File: config.mk
export PLATFORM = sky130hd
export DESIGN_NAME = instr_fetch_queue
export DESIGN_NICKNAME = d
export VERILOG_FILES = /design/src/rtl/instr_fetch_queue.sv
export SDC_FILE = /design/constraint.sdc
export NUM_CORES = 1
export LEC_CHECK = 0
export CORE_MARGIN = 1.5
export CORE_UTILIZATION = 40
export DETAILED_ROUTE_END_ITERATION = 6
export PLACE_DENSITY_LB_ADDON = 0.12
export SETUP_SLACK_MARGIN = 0.02
export SYNTH_ARGS = -nofsm -noshare
export SYNTH_HDL_FRONTEND = slang
export SYNTH_SLANG_ARGS = --single-unit
File: constraint.sdc
create_clock -name clk -period 9.65 [get_ports clk]
set_input_delay 1.4475 -clock clk [delete_from_list [all_inputs] [get_ports clk]]
set_output_delay 1.4475 -clock clk [all_outputs]
set_load 0.02 [all_outputs]
File: src/rtl/instr_fetch_queue.sv
// ---------------------------------------------------------------------------
// instr_fetch_queue
//
// Instruction fetch front end. It walks a sequential fetch PC, requests one
// word at a time from instruction memory over a req/ack handshake, buffers the
// returned words in a small FIFO and presents the FIFO head to decode over a
// valid/ready handshake. Taken jumps/branches from execute restart fetch at a
// new PC and flush everything already buffered.
//
// Parameters
//   DEPTH     FIFO entries (power of 2, >= 2)
//   RESET_PC  fetch PC loaded on reset (word aligned)
//
// Ports
//   clk             rising-edge clock
//   rst_n           synchronous reset, active low
//   imem_req        fetch request, held until imem_ack
//   imem_addr       word-aligned fetch address, stable while imem_req is high
//   imem_ack        memory returns imem_rdata this cycle
//   imem_rdata      fetched instruction word
//   redirect_valid  restart fetch at redirect_pc (flushes the FIFO)
//   redirect_pc     new fetch PC, bits [1:0] ignored
//   instr_valid     FIFO head valid
//   instr_ready     decode consumes the head when instr_valid is also high
//   instr           head instruction word
//   instr_pc        head instruction address
//   op_code         instr[31:26], for the control unit
//   head_is_jump    (FETCH_PREDECODE_EN only) head op_code is 6'h2 or 6'h3
//   head_is_branch  (FETCH_PREDECODE_EN only) head op_code is 6'h4 or 6'h5
//
// Configuration macro
//   FETCH_PREDECODE_EN  when defined, each FIFO entry carries two predecode
//                       bits computed at push time and the two head_is_*
//                       outputs exist; when undefined they are absent.
// ---------------------------------------------------------------------------
module instr_fetch_queue #(
    parameter int          DEPTH    = 4,
    parameter logic [31:0] RESET_PC = 32'h0
) (
    input  logic        clk,
    input  logic        rst_n,
    output logic        imem_req,
    output logic [31:0] imem_addr,
    input  logic        imem_ack,
    input  logic [31:0] imem_rdata,
    input  logic        redirect_valid,
    input  logic [31:0] redirect_pc,
    output logic        instr_valid,
    input  logic        instr_ready,
    output logic [31:0] instr,
    output logic [31:0] instr_pc,
    output logic [5:0]  op_code
`ifdef FETCH_PREDECODE_EN
    ,
    output logic        head_is_jump,
    output logic        head_is_branch
`endif
);

    localparam int AW = $clog2(DEPTH);
`ifdef FETCH_PREDECODE_EN
    localparam int EW = 66;
`else
    localparam int EW = 64;
`endif

    localparam logic [AW:0] FULL_CNT = (AW+1)'(DEPTH);
    localparam logic [AW:0] LAST_CNT = (AW+1)'(DEPTH - 1);

    localparam logic [1:0] ST_IDLE  = 2'd0;
    localparam logic [1:0] ST_REQ   = 2'd1;
    localparam logic [1:0] ST_DRAIN = 2'd2;

    logic [1:0]    state;
    logic [1:0]    state_nxt;
    logic [31:0]   fetch_pc;
    logic [31:0]   drain_addr;
    logic [31:0]   redirect_target;
    logic [EW-1:0] mem [DEPTH];
    logic [EW-1:0] head;
    logic [EW-1:0] push_entry;
    logic [AW-1:0] rd_ptr;
    logic [AW-1:0] wr_ptr;
    logic [AW:0]   count;
    logic [31:0]   last_instr;
    logic [31:0]   last_pc;
    logic          push;
    logic          pop;

    assign redirect_target = redirect_pc & 32'hFFFF_FFFC;
    assign head            = mem[rd_ptr];
    assign instr_valid     = (count != '0);

    // A word is kept only when it arrives for a live request; data returned
    // in DRAIN or alongside a redirect belongs to the abandoned path.
    // A redirect also kills a concurrent pop since the head is being flushed.
    always_comb begin
        push = (state == ST_REQ) && imem_ack && !redirect_valid;
        pop  = instr_valid && instr_ready && !redirect_valid;
    end

`ifdef FETCH_PREDECODE_EN
    always_comb begin
        push_entry = {(imem_rdata[31:26] == 6'h02) || (imem_rdata[31:26] == 6'h03),
                      (imem_rdata[31:26] == 6'h04) || (imem_rdata[31:26] == 6'h05),
                      fetch_pc, imem_rdata};
    end
`else
    always_comb begin
        push_entry = {fetch_pc, imem_rdata};
    end
`endif

    // Next-state logic. Free space is judged on the current count only, so a
    // pop in the same cycle frees its slot for the following cycle; staying in
    // REQ after a push needs one more free slot for the next in-flight word.
    always_comb begin
        state_nxt = state;
        case (state)
            ST_IDLE: begin
                if (!redirect_valid && (count != FULL_CNT)) begin
                    state_nxt = ST_REQ;
                end
            end
            ST_REQ: begin
                if (imem_ack) begin
                    if (redirect_valid || (count >= LAST_CNT)) begin
                        state_nxt = ST_IDLE;
                    end else begin
                        state_nxt = ST_REQ;
                    end
                end else if (redirect_valid) begin
                    state_nxt = ST_DRAIN;
                end
            end
            ST_DRAIN: begin
                if (imem_ack) begin
                    state_nxt = ST_IDLE;
                end
            end
            default: state_nxt = ST_IDLE;
        endcase
    end

    // Control state, fetch PC and FIFO bookkeeping. A redirect wins over any
    // push or pop in the same cycle and empties the FIFO on that edge.
    always_ff @(posedge clk) begin
        if (!rst_n) begin
            state      <= ST_IDLE;
            fetch_pc   <= RESET_PC;
            drain_addr <= RESET_PC;
            rd_ptr     <= '0;
            wr_ptr     <= '0;
            count      <= '0;
            last_instr <= '0;
            last_pc    <= '0;
        end else begin
            state <= state_nxt;

            if (redirect_valid) begin
                fetch_pc <= redirect_target;
            end else if (push) begin
                fetch_pc <= fetch_pc + 32'd4;
            end

            // The abandoned request keeps its address on the bus until acked
            if ((state == ST_REQ) && redirect_valid && !imem_ack) begin
                drain_addr <= fetch_pc;
            end

            if (redirect_valid) begin
                rd_ptr <= '0;
                wr_ptr <= '0;
                count  <= '0;
            end else begin
                if (push) begin
                    wr_ptr <= wr_ptr + AW'(1);
                end
                if (pop) begin
                    rd_ptr <= rd_ptr + AW'(1);
                end
                if (push && !pop) begin
                    count <= count + (AW+1)'(1);
                end else if (pop && !push) begin
                    count <= count - (AW+1)'(1);
                end
            end

            // Remember the last presented head so outputs hold while empty
            if (instr_valid) begin
                last_instr <= head[31:0];
                last_pc    <= head[63:32];
            end
        end
    end

    // FIFO storage needs no reset; count gates every read.
    always_ff @(posedge clk) begin
        if (rst_n && push) begin
            mem[wr_ptr] <= push_entry;
        end
    end

    assign imem_req  = (state == ST_REQ) || (state == ST_DRAIN);
    assign imem_addr = (state == ST_DRAIN) ? drain_addr : fetch_pc;
    assign instr     = instr_valid ? head[31:0]  : last_instr;
    assign instr_pc  = instr_valid ? head[63:32] : last_pc;
    assign op_code   = instr[31:26];

`ifdef FETCH_PREDECODE_EN
    assign head_is_jump   = instr_valid && head[65];
    assign head_is_branch = instr_valid && head[64];
`endif

endmodule

==> out/results.ini <==
[status]
status = finished clean

[clock_tree]
cts_buffers = 43
h-tree-depth = 2
cts_tree = built
path_clk_slew_ns = 0.06
clkLatencyLatePin_ns = 0.55
cts_buffer_depth = 3
post_cts_buffers = 0
cts-root-buf = clkbuf_16
cts_resized = 0
ctsHoldBuffers = 0
cts_sinks = 383

[synthesis]
netlist_area_um2 = 15300
synth_edf_count = 248
synthArstFlopShare_pct = 0
syn_avg_cell_area_um2 = 13.5
synth-seq-area-share_pct = 66.4
synth.top_cells.by_area = edfxtp_1 49%, dfxtp_1 18%, mux4_2 9.1%
synth.largest_area_cell = edfxtp_1
yosys_warnings = 0
yosys.area.top_type_share_pct = 48.7
synthCells = 1136
synth_ff_type = edfxtp_1
ys_seq_elements = 383
ys_types = 47

[place]
dp_cells = 1748
place_hpwl_mm = 19.7
port_buffers = 168
place_ws_ns = 4.81
place.gp.congestion = 0.786
place_area_um2 = 17300

[routing]
viasPerCell = 5.09
wl_mm = 34.9
antenna_left = 0
route.met3.wl_mm = 1.79
firstDrtPassIters = 7
top_layer = met4
met1_length_mm = 16.4
drc = 0
routedWlPerCell_um = 19.1
wl_met2_mm = 16.1
drt-initial-drc-count = 553
num_vias = 9303

[sta]
fin_crit_sh_pct = 54.6
post-route-min-period_ns = 5.26
slew_headroom_pct = 29.9
setup-tns-final_ns = 0
worst_pin_slew_ns = 1.05
finalHoldViolCount = 0
maxSlewViolCount = 0
setup_violations = 0
setup_ws_ns = 4.39
max_freq_mhz = 190
rsz0062_at_grt = no
skew_ns = 0.0241

[final_layout]
drive_gt1_share_pct = 13.2
final_core_util_pct = 49.5
area_growth_pct = 22.0
multi_input_area_um2 = 4740
layout_commonest_cell = nand2_1
final_cell_mix = 263 x nand2_1, 248 x edfxtp_1, 167 x clkdlybuf4s50_1
final_cells = 1826
finalNetCount = 1361
num_antenna_cells = 0
regArea_um2 = 10200
finish.instance_area_um2 = 18700
fillCellCount = 3405

[global_route]
grt_util_all_layers_pct = 18.1
antenna_found_initial = 0
grt_pass1_vias = 9442
grt_pass1_wl_mm = 54.3
overflow = 0
grt_max_degree = 89

[die]
core_area_um2 = 37700
die_h_um = 199
ios = 173
dieArea_um2 = 39400
start_util_pct = 40.6
fp.dieW_um = 199
rows = 71

[setup_path]
max_stage_delay_ns = 0.74
critPathTopFamily = buffers and inverters
regToRegSetupSlack_ns = 6.00
crit_path_end_kind = output pin
cp.required_ns = 8.20
critPathKind = reg -> out
crit_chain = nor3_2, buf_4, clkinv_2, buf_4, nand2_1, nand2_1, clkdlybuf4s50_1
startpoint_type = flop
crit_arrival_ns = 3.82
crit_path_max_fanout = 67
slowest_stage = clkinv_2
cp_num_buf_inv = 4

[job]
drv_cap = 0

[power_and_ir_drop]
ir_worst_vdd_uv = 117
p_leak_nw = 6.38
power_density_nw_per_um2 = 199

[worst_hold_path]
hold_path.class = reg -> reg

[logic make-up after synthesis]
| kind of cell | synth area share (%) |
|---|---|
| DFF | 66.4 |
| muxes | 11.3 |
| adders and majority gates | 0.867 |
| buffers and inverters | 2.76 |
| AOI/OAI and AO/OA | 4.18 |
| other | 0.0245 |
| and+or+nand+nor | 13.6 |
| xor gates and xnor gates | 0.859 |
[area by class of cell]
cell class,count,share of cell area (%)
Sequential cell,383,54.4
Clock buffer,67,6.47
Tap cell,511,3.43
Clock inverter,11,0.590
Multi-Input combinational cell,664,25.4
Timing Repair Buffer,179,9.43
Inverter,11,0.228
[where the power goes]
part	internal (mW)	total, mW	switching, mW
registers	1.78	1.82	0.0368
logic	0.152	0.343	0.191
clock network	0.912	1.54	0.632
total	2.85	3.71	0.859
[synth_stat cells (6+ instances only)]
library cell and number:
inv_1 10, xor2_1 12, a31oi_1 6, nor2b_1 8
buf_4 15, nor2_1 22, buf_2 12, nand4_1 11
and2_1 75, a21oi_1 39, mux2_2 28, buf_1 6
o21ai_0 27, dfxtp_1 135, mux4_2 62, clkbuf_1 41
a311oi_1 11, or3_1 7, nand2_1 263, nand3_1 15
nor4_1 6, a211oi_1 9, and3_1 10, edfxtp_1 248
and4_1 8, ha_1 9
[layer usage]
| layer | vias to the layer above | global-route usage, % |
|---|---|---|
| li1 | 4410 | - |
| met1 | 4617 | 25.3 |
| met2 | 231 | 28.9 |
| met3 | 45 | 3.41 |
| met4 | 0 | 5.33 |
| met5 | - | 0 |
[sequential cells by signal, summed over array words and instances (netlist names), named ones only]
name	cells
count	3
state	2
fetch_pc	30
wr_ptr	2
mem	248
rd_ptr	2
last_instr	32
drain_addr	30
last_pc	32
[through the flow]
| step | power, mW | hold slack (ns) |
|---|---|---|
| 6_report | 3.71 | 0.452 |
| 5_1_grt | 3.84 | 0.463 |
| 4_1_cts | 3.76 | 0.454 |
| 3_5_place_dp | 2.20 | 0.447 |
| 3_3_place_gp | 2.20 | 0.438 |
| 2_1_floorplan | 2.03 | 0.433 |
[final timing paths]
check / cells after the start / from / endpoint
hold / removal: 2 / drain_addr[26]$_SDFFE_PN0P_ / drain_addr[26]$_SDFFE_PN0P_
setup / recovery: 7 / count[2]$_SDFFE_PP0P_ / op_code[5]
setup reg to reg: 10 / count[2]$_SDFFE_PP0P_ / count[2]$_SDFFE_PP0P_
hold reg to reg: 2 / drain_addr[26]$_SDFFE_PN0P_ / drain_addr[26]$_SDFFE_PN0P_
[worst register-to-register path, stage by stage (launching register included)]
cell and delay (ns):
dfxtp_1 0.34, nor3_2 0.17, buf_4 0.68, clkinv_2 0.76
nand3_1 0.36, ha_1 0.22, inv_1 0.06, fa_1 0.37
xor2_1 0.17, or3_1 0.30, a21oi_1 0.14
Note: power is estimated with default switching activity, not from simulation.
